**src/rtl/cache_types_pkg.sv**
```systemverilog
// Shared types and encodings for the two-way L1 cache controller.
package cache_types_pkg;

  // Controller sequencing states.
  typedef enum logic [1:0] {
    S_IDLE      = 2'd0,
    S_TAG_CHECK = 2'd1,
    S_WRITEBACK = 2'd2,
    S_ALLOCATE  = 2'd3
  } state_t;

  // Data array write source select.
  localparam logic DATA_SRC_CPU  = 1'b0;
  localparam logic DATA_SRC_PMEM = 1'b1;

  // Physical memory address source select.
  localparam logic ADDR_SEL_CPU = 1'b0;
  localparam logic ADDR_SEL_WB  = 1'b1;

  // One-hot per-way load mask for a way index.
  function automatic logic [1:0] way_mask(input logic way);
    if (way) begin
      return 2'b10;
    end else begin
      return 2'b01;
    end
  endfunction

endpackage

```
**src/rtl/cache_control.sv**
```systemverilog
// Sequencing controller for the two-way set-associative L1 cache: tag check,
// dirty-victim writeback, refill, and LRU/dirty maintenance.
module cache_control
  import cache_types_pkg::*;
(
  input  logic       clk,
  input  logic       rst,
  input  logic       mem_read,
  input  logic       mem_write,
  output logic       mem_resp,
  output logic       pmem_read,
  output logic       pmem_write,
  input  logic       pmem_resp,
  input  logic [1:0] hit,
  input  logic       lru_in,
  input  logic       dirty_in,
  output logic       array_read,
  output logic [1:0] tag_load,
  output logic [1:0] valid_load,
  output logic [1:0] dirty_load,
  output logic [1:0] data_load,
  output logic       dirty_datain,
  output logic       lru_load,
  output logic       lru_datain,
  output logic       data_src,
  output logic       pmem_addr_sel,
  output logic       victim_way
);

  state_t state_r;
  state_t state_next_s;
  logic   victim_way_r;
  logic   req_s;
  logic   hit_way_s;
  logic   miss_s;

  // A simultaneous read and write is handled as a write, so only the
  // presence of either request matters for sequencing.
  assign req_s      = mem_read | mem_write;
  assign miss_s     = (hit == 2'b00);
  assign victim_way = victim_way_r;

  // Pick the hitting way; way 0 wins if both report a hit.
  always_comb begin
    if (hit[0]) begin
      hit_way_s = 1'b0;
    end else begin
      hit_way_s = 1'b1;
    end
  end

  // State register and victim-way capture on a miss in TAG_CHECK.
  always_ff @(posedge clk) begin
    if (rst) begin
      state_r      <= S_IDLE;
      victim_way_r <= 1'b0;
    end else begin
      state_r <= state_next_s;
      if ((state_r == S_TAG_CHECK) && req_s && miss_s) begin
        victim_way_r <= lru_in;
      end
    end
  end

  // Next-state and array/memory control decode.
  always_comb begin
    state_next_s  = state_r;
    mem_resp      = 1'b0;
    pmem_read     = 1'b0;
    pmem_write    = 1'b0;
    array_read    = 1'b0;
    tag_load      = 2'b00;
    valid_load    = 2'b00;
    dirty_load    = 2'b00;
    data_load     = 2'b00;
    dirty_datain  = 1'b0;
    lru_load      = 1'b0;
    lru_datain    = 1'b0;
    data_src      = DATA_SRC_CPU;
    pmem_addr_sel = ADDR_SEL_CPU;
    case (state_r)
      S_IDLE: begin
        if (req_s) begin
          array_read   = 1'b1;
          state_next_s = S_TAG_CHECK;
        end else begin
          state_next_s = S_IDLE;
        end
      end
      S_TAG_CHECK: begin
        if (!req_s) begin
          // Request withdrawn (e.g. dropped during a refill): no response.
          state_next_s = S_IDLE;
        end else if (!miss_s) begin
          mem_resp     = 1'b1;
          lru_load     = 1'b1;
          lru_datain   = ~hit_way_s;
          state_next_s = S_IDLE;
          if (mem_write) begin
            data_load    = way_mask(hit_way_s);
            dirty_load   = way_mask(hit_way_s);
            dirty_datain = 1'b1;
            data_src     = DATA_SRC_CPU;
          end else begin
            dirty_datain = 1'b0;
          end
        end else if (dirty_in) begin
          state_next_s = S_WRITEBACK;
        end else begin
          state_next_s = S_ALLOCATE;
        end
      end
      S_WRITEBACK: begin
        pmem_write    = 1'b1;
        pmem_addr_sel = ADDR_SEL_WB;
        if (pmem_resp) begin
          state_next_s = S_ALLOCATE;
        end else begin
          state_next_s = S_WRITEBACK;
        end
      end
      S_ALLOCATE: begin
        pmem_read     = 1'b1;
        pmem_addr_sel = ADDR_SEL_CPU;
        if (pmem_resp) begin
          // Install the line and re-read; write-forward makes it hit next cycle.
          data_load    = way_mask(victim_way_r);
          tag_load     = way_mask(victim_way_r);
          valid_load   = way_mask(victim_way_r);
          dirty_load   = way_mask(victim_way_r);
          dirty_datain = 1'b0;
          data_src     = DATA_SRC_PMEM;
          array_read   = 1'b1;
          state_next_s = S_TAG_CHECK;
        end else begin
          state_next_s = S_ALLOCATE;
        end
      end
      default: begin
        state_next_s = S_IDLE;
      end
    endcase
  end

endmodule

```
**config.mk**
```make
export PLATFORM = sky130hd
export DESIGN_NAME = cache_control
export DESIGN_NICKNAME = d
export VERILOG_FILES = /design/src/rtl/cache_types_pkg.sv /design/src/rtl/cache_control.sv
export SDC_FILE = /design/constraint.sdc
export NUM_CORES = 1
export LEC_CHECK = 0
export CORE_AREA = 2 2 39 41
export DETAILED_ROUTE_END_ITERATION = 10
export DIE_AREA = 0 0 41 43
export PLACE_DENSITY = 0.73
export SLEW_MARGIN = 20
export SYNTH_ARGS = -nofsm -noshare
export SYNTH_HDL_FRONTEND = slang
export SYNTH_SLANG_ARGS = --single-unit
export TNS_END_PERCENT = 5
```
**constraint.sdc**
```tcl
create_clock -name clk -period 1.4 [get_ports clk]
set_input_delay 0.21 -clock clk [delete_from_list [all_inputs] [get_ports clk]]
set_output_delay 0.21 -clock clk [all_outputs]
set_load 0.01 [all_outputs]
```
==> run_results.csv <==
group,metric,value,unit
setup_path,start_kind,"register",
sta,fmax,649,MHz
setup_path,cp_max_fo,3,
floorplanning,die_area,1760,um^2
sta,setup_viol,12,
setup_path,critical_path.endpoint_type,"register",
logic_synthesis,synthTopCellsByArea,"dfxtp_1 19%, ha_1 16%, buf_4 14%",
logic_synthesis,ys_ff_latch,3,
routing,wl_per_cell,10.3,um
sta,max_slew_margin,0.806,
cts,clk_path_buf_depth,2,
sta,clock_skew,0.00314,ns
global_route,antenna_found_initial,0,
routing,drc_errors,0,
cts,path_clk_slew,0.04,ns
logic_synthesis,synth_largest_area_cell,"dfxtp_1",
logic_synthesis,yosysSeqAreaShare,0.191,
run_status,violations,"setup timing",
sta,final_hold_viol_count,0,
setup_path,crit_required,1.54,ns
logic_synthesis,syn_area,314,um^2
cts,clk_latency,0.23,ns
cts,cts_buffers,3,
routing,wl,965,um
routing,drt.antenna.violating_nets,0,
setup_path,r2r_end,"state_r[0]",
hold_path,hold_path_depth,4,
cts,cts_tree,"done",
finish,layout_commonest_cell,"buf_4",
sta,rsz0062_at_grt,"yes",
hold_path,hold_end,"state_r[0]",
finish,final_cell_mix,"12 x buf_4, 7 x clkdlybuf4s50_1, 6 x clkdlybuf4s15_2, 6 x buf_2",
sta,fin_tns_setup,-0.579,ns
logic_synthesis,yosysUniqueCellTypes,18,
finish,layout-drive-gt1-share,0.603,
place,place_congestion,0.702,
global_route,grt_pass1_wl,1480,um
place,numPortBuffers,26,
sta,finalCritPeriodShare,1.10,
global_route,grt_pass1_vias,376,
routing,first_pass_iters,2,
power,powerDensity,554,nW/um^2
setup_path,startpoint,"state_r[1]",
run_status,outcome,"finished with violations",
hold_path,hp-class,"input pin to register",
setup_path,arrival,1.68,ns
logic_synthesis,syn_nets,54,
logic_synthesis,yosys_warnings,0,
global_route,grt_use_total,0.120,
routing,drtIter0Drc,3,
floorplanning,die_y,43,um
floorplanning,die_w,41,um
sta,setup_slack,-0.140,ns
setup_path,rr_worst_depth,7,
routing,via_per_inst,4.44,
run,drv_cap,0,
power,p_leak,0.000354,uW
routing,num_vias,417,
finish,fin_cells,94,
floorplanning,rows,14,
finish,area_growth,125,%
floorplanning,io_pins,27,
sta,min_period,1.54,ns
finish,final_area,706,um^2
place,dp_hpwl,758,um
finish,nNetsFinal,92,
setup_path,r2r_start,"state_r[1]",
setup_path,regToRegSetupSlack,-0.14,ns
cts,cts_htree_levels,1,
logic_synthesis,synth_top_area_frac,0.191,
global_route,grt_max_degree,5,
cts,postCtsSetupRepairBufs,0,
logic_synthesis,syn_avg_cell_area,7.66,um^2
logic_synthesis,synthCells,41,
cts,cts_num_sinks,3,
hold_path,hp-start,"mem_write",
cts,root_buffer,"clkbuf_4",
place,dpl_cell_area,647,um^2
floorplanning,coreArea,1380,um^2
sta,slew_viol_final,0,
power,irDropWorstVdd,473,uV
global_route,grt_overflow,0,
finish,antenna_cells,0,
sta,tightestPinTransition,0.289,ns
floorplanning,start_util,0.227,
setup_path,path_class,"register to register",
place,dp.cells,90,
[how the worst max path moves through the flow]
stage | slack (ns) | to | cells after the start
floorplan | 0.01 | dirty_load[0] | 4
global placement | -0.40 | data_load[1] | 5
detailed placement | -0.43 | dirty_load[1] | 5
CTS | -0.22 | dirty_load[1] | 6
global route | -0.21 | state_r[0] | 7
finish | -0.14 | state_r[0] | 7
[flip-flops by register name, summed over array words and instances (netlist names)]
name        cells
state_r         2
victim_way      1
[Yosys cell counts]
library cell	instances
buf_4	6
nor2_1	6
inv_1	5
ha_1	4
dfxtp_1	3
a211oi_1	2
a21oi_1	2
nand2_1	2
nand2b_1	2
a21o_1	1
a221oi_2	1
and3_1	1
mux2i_1	1
o21ai_0	1
o21ai_2	1
o22ai_1	1
or3_1	1
or4_1	1
[stage by stage]
stage / hold WS (ns) / util / total power, uW / setup WS (ns)
floorplan: 0.276 / - / 146 / 0.0124
global placement: 0.623 / 0.467 / 234 / -0.401
detailed placement: 0.658 / 0.467 / 237 / -0.429
CTS: 0.541 / 0.488 / 383 / -0.223
global route: 0.549 / 0.510 / 415 / -0.214
finish: 0.519 / 0.510 / 391 / -0.140
[cells by family (layout without fill, tap and decap cells)]
family          count (synthesis)  after routing  share of synthesized area
flops                           3              3                      0.191
simple gates                   13             13                      0.199
buf+inv                        11             48                      0.203
compound gates                  9              9                      0.215
fa+ha+maj                       4              4                      0.159
mux                             1              1                     0.0319
[where the power goes]
group          internal, uW  switching (uW)
clock network           107            43.3
logic                  83.9            61.6
registers              90.7            4.75
[area by class of cell]
type	instances	area [um^2]
Fill cell	144	678
Tap cell	16	20.0
Sequential cell	3	63.8
Inverter	5	18.8
Clock buffer	4	26.3
Multi-Input combinational cell	27	245
Timing Repair Buffer	39	332
[repair_timing]
item,in CTS,in global routing
pin swaps,0,3
hold buffers,0,0
gates resized for setup,50,24
hold endpoints to repair,0,0
endpoints found under the setup margin,21,20
[per-layer routing]
metal,GRT usage,up-vias,wire length (um),share of wire
li1,-,210,-,-
met1,0.157,192,413,0.43
met2,0.184,15,497,0.52
met3,0.0314,0,55,0.057
met4,0.0400,0,0,0
met5,0,-,0,0
[critical path, cell delays in order, from the launching register on]
cell and delay, ns:
dfxtp_2 0.32, inv_2 0.08, ha_4 0.15, buf_6 0.09, o21ai_4 0.06, buf_6 0.11
or4_4 0.41, a221oi_2 0.23
(Power assumes the default switching activity.)
